### config.mk
export PLATFORM = sky130hd
export DESIGN_NAME = toggle_ctrl
export DESIGN_NICKNAME = d
export VERILOG_FILES = /design/src/rtl/toggle_ctrl.sv
export SDC_FILE = /design/constraint.sdc
export NUM_CORES = 1
export LEC_CHECK = 0
export CORE_ASPECT_RATIO = 1.2
export CORE_UTILIZATION = 57
export DETAILED_ROUTE_END_ITERATION = 6
export DONT_BUFFER_PORTS = 1
export PLACE_DENSITY = 0.75
export SYNTH_ARGS = -nofsm -noshare
export SYNTH_HDL_FRONTEND = slang
export SYNTH_SLANG_ARGS = --single-unit
### constraint.sdc
create_clock -name clk -period 2.1 [get_ports clk]
set_input_delay 0.21 -clock clk [delete_from_list [all_inputs] [get_ports clk]]
set_output_delay 0.21 -clock clk [all_outputs]
set_load 0.005 [all_outputs]
### src/rtl/toggle_ctrl.sv
// Timed setup/hold pattern generator for the NAND-flash pin sequencer.
// Define TOGGLE_DEBUG_EN to drive live state on state_tb/delayCNT_tb/dummy_cnt (otherwise tied to 0).
module toggle_ctrl #(
  parameter logic [3:0] SETUP_CYCLES = 4'd4,
  parameter logic [3:0] HOLD_CYCLES  = 4'd4,
  parameter logic [4:0] IDLE_VEC     = 5'b11010
) (
  input  logic        clk,
  input  logic        reset,
  input  logic        enable,
  input  logic [11:0] cntUPTO,
  input  logic [4:0]  setupSignal,
  input  logic [4:0]  holdSignal,
  output logic        done,
  output logic [4:0]  outputVEC,
  output logic [1:0]  state_tb,
  output logic [3:0]  delayCNT_tb,
  output logic        dummy_cnt
);

  typedef enum logic [1:0] {
    IDLE  = 2'd0,
    SETUP = 2'd1,
    HOLD  = 2'd2,
    DONE  = 2'd3
  } state_t;

  state_t      state_reg, state_next;
  logic [3:0]  delay_reg, delay_next;
  logic [11:0] toggle_reg, toggle_next;
  logic [11:0] upto_reg, upto_next;
  logic [4:0]  setup_reg, setup_next;
  logic [4:0]  hold_reg, hold_next;
  logic [4:0]  vec_reg, vec_next;
  logic        done_reg, done_next;

  logic setup_last, hold_last, last_toggle;

  assign setup_last  = (delay_reg == SETUP_CYCLES - 4'd1);
  assign hold_last   = (delay_reg == HOLD_CYCLES - 4'd1);
  assign last_toggle = ((toggle_reg + 12'd1) == upto_reg);

  always_ff @(posedge clk or negedge reset) begin
    if (!reset) begin
      state_reg  <= IDLE;
      delay_reg  <= 4'd0;
      toggle_reg <= 12'd0;
      upto_reg   <= 12'd0;
      setup_reg  <= 5'd0;
      hold_reg   <= 5'd0;
      vec_reg    <= IDLE_VEC;
      done_reg   <= 1'b0;
    end else begin
      state_reg  <= state_next;
      delay_reg  <= delay_next;
      toggle_reg <= toggle_next;
      upto_reg   <= upto_next;
      setup_reg  <= setup_next;
      hold_reg   <= hold_next;
      vec_reg    <= vec_next;
      done_reg   <= done_next;
    end
  end

  always_comb begin
    state_next = state_reg;
    unique case (state_reg)
      IDLE:    if (enable) state_next = (cntUPTO == 12'd0) ? DONE : SETUP;
      SETUP:   if (setup_last) state_next = HOLD;
      HOLD:    if (hold_last) state_next = last_toggle ? DONE : SETUP;
      DONE:    state_next = IDLE;
      default: state_next = IDLE;
    endcase
  end

  // Next values of every registered output and counter.
  always_comb begin
    delay_next  = delay_reg;
    toggle_next = toggle_reg;
    upto_next   = upto_reg;
    setup_next  = setup_reg;
    hold_next   = hold_reg;
    vec_next    = vec_reg;
    done_next   = (state_next == DONE);
    unique case (state_reg)
      IDLE: begin
        delay_next  = 4'd0;
        toggle_next = 12'd0;
        if (enable) begin
          upto_next  = cntUPTO;
          setup_next = setupSignal;
          hold_next  = holdSignal;
          if (cntUPTO != 12'd0) vec_next = setupSignal;
        end
      end
      SETUP: begin
        if (setup_last) begin
          delay_next = 4'd0;
          vec_next   = hold_reg;
        end else begin
          delay_next = delay_reg + 4'd1;
        end
      end
      HOLD: begin
        if (hold_last) begin
          delay_next  = 4'd0;
          toggle_next = toggle_reg + 12'd1;
          vec_next    = last_toggle ? hold_reg : setup_reg;
        end else begin
          delay_next = delay_reg + 4'd1;
        end
      end
      DONE: begin
        delay_next  = 4'd0;
        toggle_next = 12'd0;
        vec_next    = IDLE_VEC;
      end
      default: vec_next = IDLE_VEC;
    endcase
  end

  assign done      = done_reg;
  assign outputVEC = vec_reg;

`ifdef TOGGLE_DEBUG_EN
  assign state_tb    = state_reg;
  assign delayCNT_tb = delay_reg;
  assign dummy_cnt   = toggle_reg[0];
`else
  assign state_tb    = 2'd0;
  assign delayCNT_tb = 4'd0;
  assign dummy_cnt   = 1'b0;
`endif

endmodule

==> impl_metrics.csv, run 1 <==
group,metric,value,unit
job,cap_violations,0,
grt,grt_antenna_before_repair,0,
power,leakage,1.434,nW
clock_network,worst_skew_pair.late_latency,0.30,ns
setup_path,crit_path_end_kind,"flip-flop",
grt,grt_pass1_vias,2362,
logic_synthesis,synthFlopType,"dfrtp_1",
setup_path,crit_arrival,2.39,ns
floorplanning,initial_core_util,59.14,%
timing,rsz0062_at_grt,"yes",
run_status,violations,"negative setup slack",
floorplanning,num_rows,28,
timing,slew_headroom,61.87,%
power,p_per_area,1203,mW/mm²
clock_network,cts.clk_slew.worst_paths,0.09,ns
cells_and_area,nets,349,
cells_and_area,antennaDiodeCount,0,
cells_and_area,layout-drive-gt1-share,32.39,%
setup_path,cp.required,2.27,ns
timing,timing.final.crit_share,105.5,%
logic_synthesis,yosys.cell_types.count,64,
clock_network,ctsHtreeMaxLevel,2,
timing,layout_setup_ws,-0.1156,ns
floorplanning,die_area,0.005417,mm²
logic_synthesis,yosysSeqAreaShare,39.53,%
clock_network,clk_path_buf_depth,2,
cells_and_area,area_growth,15.12,%
run_status,status,"finished with violations",
drt,routedWlPerCell,18.67,µm
cells_and_area,layout_commonest_cell,"dfrtp_1",
logic_synthesis,avgSynthCellArea,10.22,µm²
setup_path,cp_max_fo,6,
drt,detail-route-antenna-nets,0,
logic_synthesis,yosys_warnings,0,
cells_and_area,layout_common_cells,"dfrtp_1 (40), buf_4 (36), nand2_1 (30), mux2_2 (24), nor2_1 (13)",
timing,slew_viol_final,0,
logic_synthesis,muxShareOfSynthArea,10.28,%
drt,drt_iter0_drc,145,
logic_synthesis,synth_fa_ha_area_share,2.998,%
logic_synthesis,synthCells,286,
logic_synthesis,netlist_area,0.002922,mm²
logic_synthesis,synth_async_sr_flop_share,100.0,%
timing,worst_pin_slew,0.5667,ns
drt,drc_errors,0,
placed_design,port_buffers,0,
grt,grt.overflow.total,0,
drt,vias_per_cell,6.063,
grt,grt_use_total,28.12,%
setup_path,crit_type,"flip-flop to flip-flop",
setup_path,startpoint_type,"flip-flop",
logic_synthesis,synth_edf_count,0,
placed_design,gp_congestion,0.9256,
floorplanning,core,0.004940,mm²
timing,setup_violations,6,
cells_and_area,fillers,375,
timing,fin_worst_skew,0.01151,ns
logic_synthesis,synth_top_family_by_area,"simple AND/OR/NAND/NOR gates",
cells_and_area,final_cells,378,
placed_design,numPlacedInstances,366,
logic_synthesis,synth_compound_area_share,15.59,%
timing,period_minus_slack,2.216,ns
power,peakVddDrop,0.001111,V
grt,grt_pass1_wl,11280,µm
grt,grt_max_degree,47,
floorplanning,io_pins,38,
clock_network,cts_buffers,5,
floorplanning,dieHeight,80.43,µm
clock_network,cts_root_buf,"clkbuf_8",
logic_synthesis,synth_xor_area_share,4.711,%
drt,first_pass_iters,5,
drt,dr_total_vias,2292,
floorplanning,die_w,67.36,µm
timing,whs,0.05372,ns
logic_synthesis,synth-simple-area-share,20.77,%
timing,finalHoldViolations,0,
power,totalPowerFinal,0.004047,W
clock_network,cts_tree,"done",
min_path,hp-class,"input port to flip-flop",
clock_network,numClockSinks,46,
placed_design,dp_hpwl,5103,µm
timing,max_freq,451.3,MHz
drt,drt-total-wl,7059,µm
logic_synthesis,ys_ff_latch,46,
==> kinds of logic (layout without fill, tap and decap cells) <==
logic type / after synthesis / count (layout)
compound gates: 56 / 56
flops: 46 / 46
xor+xnor: 14 / 14
buf+inv: 28 / 54
mux: 27 / 27
fa+ha+maj: 7 / 7
other cells: 1 / 7
simple gates: 107 / 107
==> critical path, stage by stage (launching register included) <==
cell	delay, ns
dfrtp_1	0.41
ha_4	0.19
buf_4	0.13
nand4b_1	0.11
a211oi_2	0.25
o311ai_1	0.14
buf_4	0.16
a2111oi_4	0.19
buf_4	0.20
and2_4	0.18
o211ai_1	0.10
==> path summary, 6_finish.rpt <==
check                               from  cells past startpoint             to  slack [ns]
max                        toggle_reg[0]                     10   outputVEC[2]       -0.12
min                           cntUPTO[1]                      1    upto_reg[1]        0.05
max reg2reg                toggle_reg[0]                     10   outputVEC[2]       -0.12
min reg2reg                 delay_reg[0]                      1   delay_reg[0]        0.47
max in group asynchronous          reset                      2   outputVEC[4]        1.41
min in group asynchronous          reset                      2  toggle_reg[2]        0.40
==> per-layer routing <==
metal  share of wire, %  global-route usage [%]
met1                 38                   33.88
met2                 54                   50.50
met3                5.5                   4.403
met4                1.7                   7.872
met5                  0                       0
==> power by group <==
group / internal, W / switching (W) / total [W] / leakage (nW)
Combinational: 0.000972 / 0.00103 / 0.00200 / 0.817
Sequential: 0.00123 / 0.000266 / 0.00149 / 0.569
Clock: 0.000266 / 0.000292 / 0.000558 / 0.0482
==> cell type report <==
cell class / instances / area, µm² / area share, %
clock inverters: 1 / 5.005 / 0.1488
repair buffers: 41 / 350.3 / 10.42
flip-flops and latches: 46 / 1159 / 34.45
multi-input cells: 218 / 1669 / 49.63
inverters: 5 / 18.77 / 0.5580
clock buffers: 7 / 86.33 / 2.567
well taps: 60 / 75.07 / 2.232
==> stage by stage <==
stage	setup WS (ns)	utilization (%)	setup TNS, ns	area (µm²)
final	-0.1156	68.09	-0.5521	3363
after global routing	-0.2243	68.09	-1.268	3363
after CTS	-0.08799	67.45	-0.4135	3332
after detailed placement	-0.1591	63.91	-0.8823	3157
after global placement	-0.09034	63.91	-0.4206	3157
after floorplan	-0.03419	-	-0.1379	2954
==> cells in the mapped netlist, types with 2 or more instances <==
cell	instances	area, µm²
ha_1	7	87.58
a211oi_1	5	37.54
a32o_1	3	30.03
nand3b_1	5	37.54
buf_1	2	7.510
nor2b_1	4	25.02
and3_1	4	25.02
nor2_1	13	48.80
clkbuf_1	6	22.52
buf_2	2	10.01
xnor2_1	7	61.31
nand4_1	6	37.54
dfrtp_1	43	1076
nor3_1	6	30.03
mux2_2	24	270.3
nand3_1	9	45.04
o22ai_1	2	12.51
buf_4	10	75.07
dfstp_2	3	78.83
and2_1	6	37.54
a22o_1	3	26.28
inv_1	5	18.77
o211ai_1	2	15.01
o21ai_0	9	45.04
a211o_1	3	26.28
mux2i_1	3	30.03
or2b_2	3	26.28
a21oi_1	6	30.03
xor2_1	6	52.55
nor4_1	3	18.77
o31ai_1	7	52.55
nor3b_1	3	22.52
clkbuf_8	3	41.29
a21o_1	2	15.01
nand2_1	30	112.6
nand2b_1	3	18.77
==> timing repair <==
item	4_1_cts	5_1_grt
pin swaps	3	2
hold buffers	2	0
setup buffers	2	0
endpoints found under the hold margin	46	0
resized for setup	7	9
setup endpoints to repair	9	8
(Power assumes the default switching activity.)
==> run 2: changes to the inputs <==
Settings changed: MAX_ROUTING_LAYER set to met4.
==> run 2 against run 1 <==
Compared with the run above:
- non-clock buffer count is 1 lower
- routed wire length is 4.6% lower
- combinational power hardly changed
- design area is 0.78% higher
- via count is 2.3% lower
- worst setup slack better by 0.10 ns
- sequential share of layout area is 0.27 points lower
- utilization is 0.53 points higher
- total power is 3.0% higher
- clock power is 17% higher
- the run still ends with negative setup slack left
==> impl_metrics.csv, run 2 (same netlist as run 1, synthesis figures left out) <==
group,metric,value,unit
run_status,status,"finished with violations",
run_status,violations,"negative setup slack",
clock_network,cts_buffers,5,
clock_network,cts.clk_slew.worst_paths,0.09,ns
cells_and_area,multiInputGateArea,0.001678,mm²
cells_and_area,fin_util,68.62,%
setup_path,cp.required,2.33,ns
drt,drt-total-wl,6732,µm
drt,dr_total_vias,2240,
timing,max_freq,473.1,MHz
clock_network,ctsHtreeMaxLevel,2,
min_path,hp-class,"input port to flip-flop",
power,totalPowerFinal,0.004168,W
grt,grt_max_degree,47,
setup_path,crit_arrival,2.34,ns
floorplanning,die_w,67.36,µm
drt,drc_errors,0,
drt,vias_per_cell,5.942,
timing,fin_worst_skew,0.01134,ns
cells_and_area,layout-drive-gt1-share,33.12,%
cells_and_area,ff_latch_area,0.001159,mm²
clock_network,cts_tree,"done",
power,p_comb_share,48.5,%
timing,period_minus_slack,2.114,ns
power,switching_share,38.00,%
floorplanning,num_rows,28,
grt,grt.overflow.total,0,
cells_and_area,layout_commonest_cell,"dfrtp_1",
cells_and_area,antennaDiodeCount,0,
floorplanning,die_area,0.005417,mm²
floorplanning,dieHeight,80.43,µm
timing,whs,0.05172,ns
timing,finalHoldViolations,0,
clock_network,worst_skew_pair.late_latency,0.30,ns
grt,grt_antenna_before_repair,0,
timing,layout_setup_ws,-0.01366,ns
drt,drt_iter0_drc,116,
timing,timing.final.crit_share,100.7,%
setup_path,reg2reg_from,"toggle_reg[1]",
grt,grt_use_total,27.72,%
cells_and_area,layout_common_cells,"dfrtp_1 (40), buf_4 (33), nand2_1 (30), mux2_2 (24), nor2_1 (13)",
power,p_int,0.002584,W
setup_path,r2r_slack,-0.01,ns
power,power_frac_clock,15.6,%
placed_design,port_buffers,0,
timing,rsz0062_at_grt,"yes",
power,p_per_area,1230,mW/mm²
power,peakVddDrop,0.001226,V
job,cap_violations,0,
clock_network,clk_path_buf_depth,2,
floorplanning,io_pins,38,
grt,grt_pass1_wl,10770,µm
setup_path,reg2regPathDepth,8,
drt,first_pass_iters,4,
power,leakage,1.431,nW
setup_path,crit_path_end_kind,"flip-flop",
min_path,min_from,"cntUPTO[9]",
floorplanning,core,0.004940,mm²
placed_design,dp_hpwl,4928,µm
grt,grt_pass1_vias,2271,
min_path,whs_path_depth,1,
drt,routedWlPerCell,17.86,µm
cells_and_area,fillers,365,
clock_network,numClockSinks,46,
power,p_seq_share,35.8,%
timing,slew_viol_final,0,
drt,detail-route-antenna-nets,0,
power,switching_power,0.001584,W
setup_path,crit_type,"flip-flop to flip-flop",
timing,setup_violations,3,
cells_and_area,area_growth,16.02,%
cells_and_area,nets,348,
min_path,min_to,"upto_reg[9]",
setup_path,cp_max_fo,7,
setup_path,r2r_end,"outputVEC[4]",
placed_design,gp_congestion,0.8823,
clock_network,cts_root_buf,"clkbuf_8",
floorplanning,initial_core_util,59.14,%
setup_path,startpoint_type,"flip-flop",
==> run 2: cell types whose count changed in the layout (fill, tap and decap cells not counted), sizes merged <==
cell	previous run	this run
buf	40	39
bufinv	0	1
clkbuf	7	5
clkinv	1	2
==> run 2: through the flow <==
step	setup TNS [ns]	setup WS, ns	std cells	cell area [µm²]
final	-0.03373	-0.01366	377	3390
after global routing	-0.5418	-0.09453	377	3390
after CTS	-0.001072	-0.001072	377	3349
after detailed placement	-0.8212	-0.1680	365	3149
after global placement	-0.5309	-0.1148	365	3149
after floorplan	-0.1379	-0.03419	292	2954
==> run 2: repair_timing <==
item | 4_1_cts | 5_1_grt
hold buffers | 2 | 0
setup buffers | 2 | 1
hold endpoints to repair | 46 | 0
endpoints found under the setup margin | 7 | 10
resized for setup | 11 | 10
pin swaps | 4 | 11
==> run 2: cell type report <==
| cell class | instances | area share, % |
|---|---|---|
| Clock buffer | 5 | 2.030 |
| Sequential cell | 46 | 34.18 |
| Tap cell | 60 | 2.215 |
| Multi-Input combinational cell | 218 | 49.50 |
| Timing Repair Buffer | 40 | 10.34 |
| Clock inverter | 3 | 1.181 |
| Inverter | 5 | 0.5537 |
==> run 2: worst max-delay path by stage <==
stage	start	to	cells after the start
floorplan	toggle_reg[1]	outputVEC[0]	8
global placement	toggle_reg[1]	outputVEC[0]	7
detailed placement	toggle_reg[1]	outputVEC[2]	7
CTS	toggle_reg[0]	outputVEC[2]	9
global route	toggle_reg[1]	outputVEC[2]	9
finish	toggle_reg[1]	outputVEC[4]	8
==> run 2: power by group through the flow <==
stage               clock [W]  combinational [W]  sequential [W]
CTS                  0.000664            0.00195         0.00149
floorplan                   0            0.00141         0.00141
detailed placement          0            0.00191         0.00150
global placement            0            0.00185         0.00149
global route         0.000693            0.00220         0.00153
finish               0.000652            0.00202         0.00149
==> run 2: worst max-delay path: stages (launching register included) <==
cell,delay [ns]
dfrtp_1,0.42
ha_4,0.21
a21oi_2,0.10
o31ai_1,0.07
a221o_1,0.39
a2111oi_4,0.34
buf_4,0.20
a211oi_1,0.08
a211o_1,0.23
==> run 2: per-layer routing <==
| metal | vias to the layer above | wire length [µm] | part of all wire [%] | global-route usage, % |
|---|---|---|---|---|
| met3 | 12 | 235 | 3.5 | 5.398 |
| met4 | 0 | 94 | 1.4 | 8.936 |
| met5 | - | 0 | 0 | - |
| li1 | 1072 | - | - | - |
| met2 | 46 | 3667 | 54 | 47.30 |
| met1 | 1110 | 2734 | 41 | 32.26 |
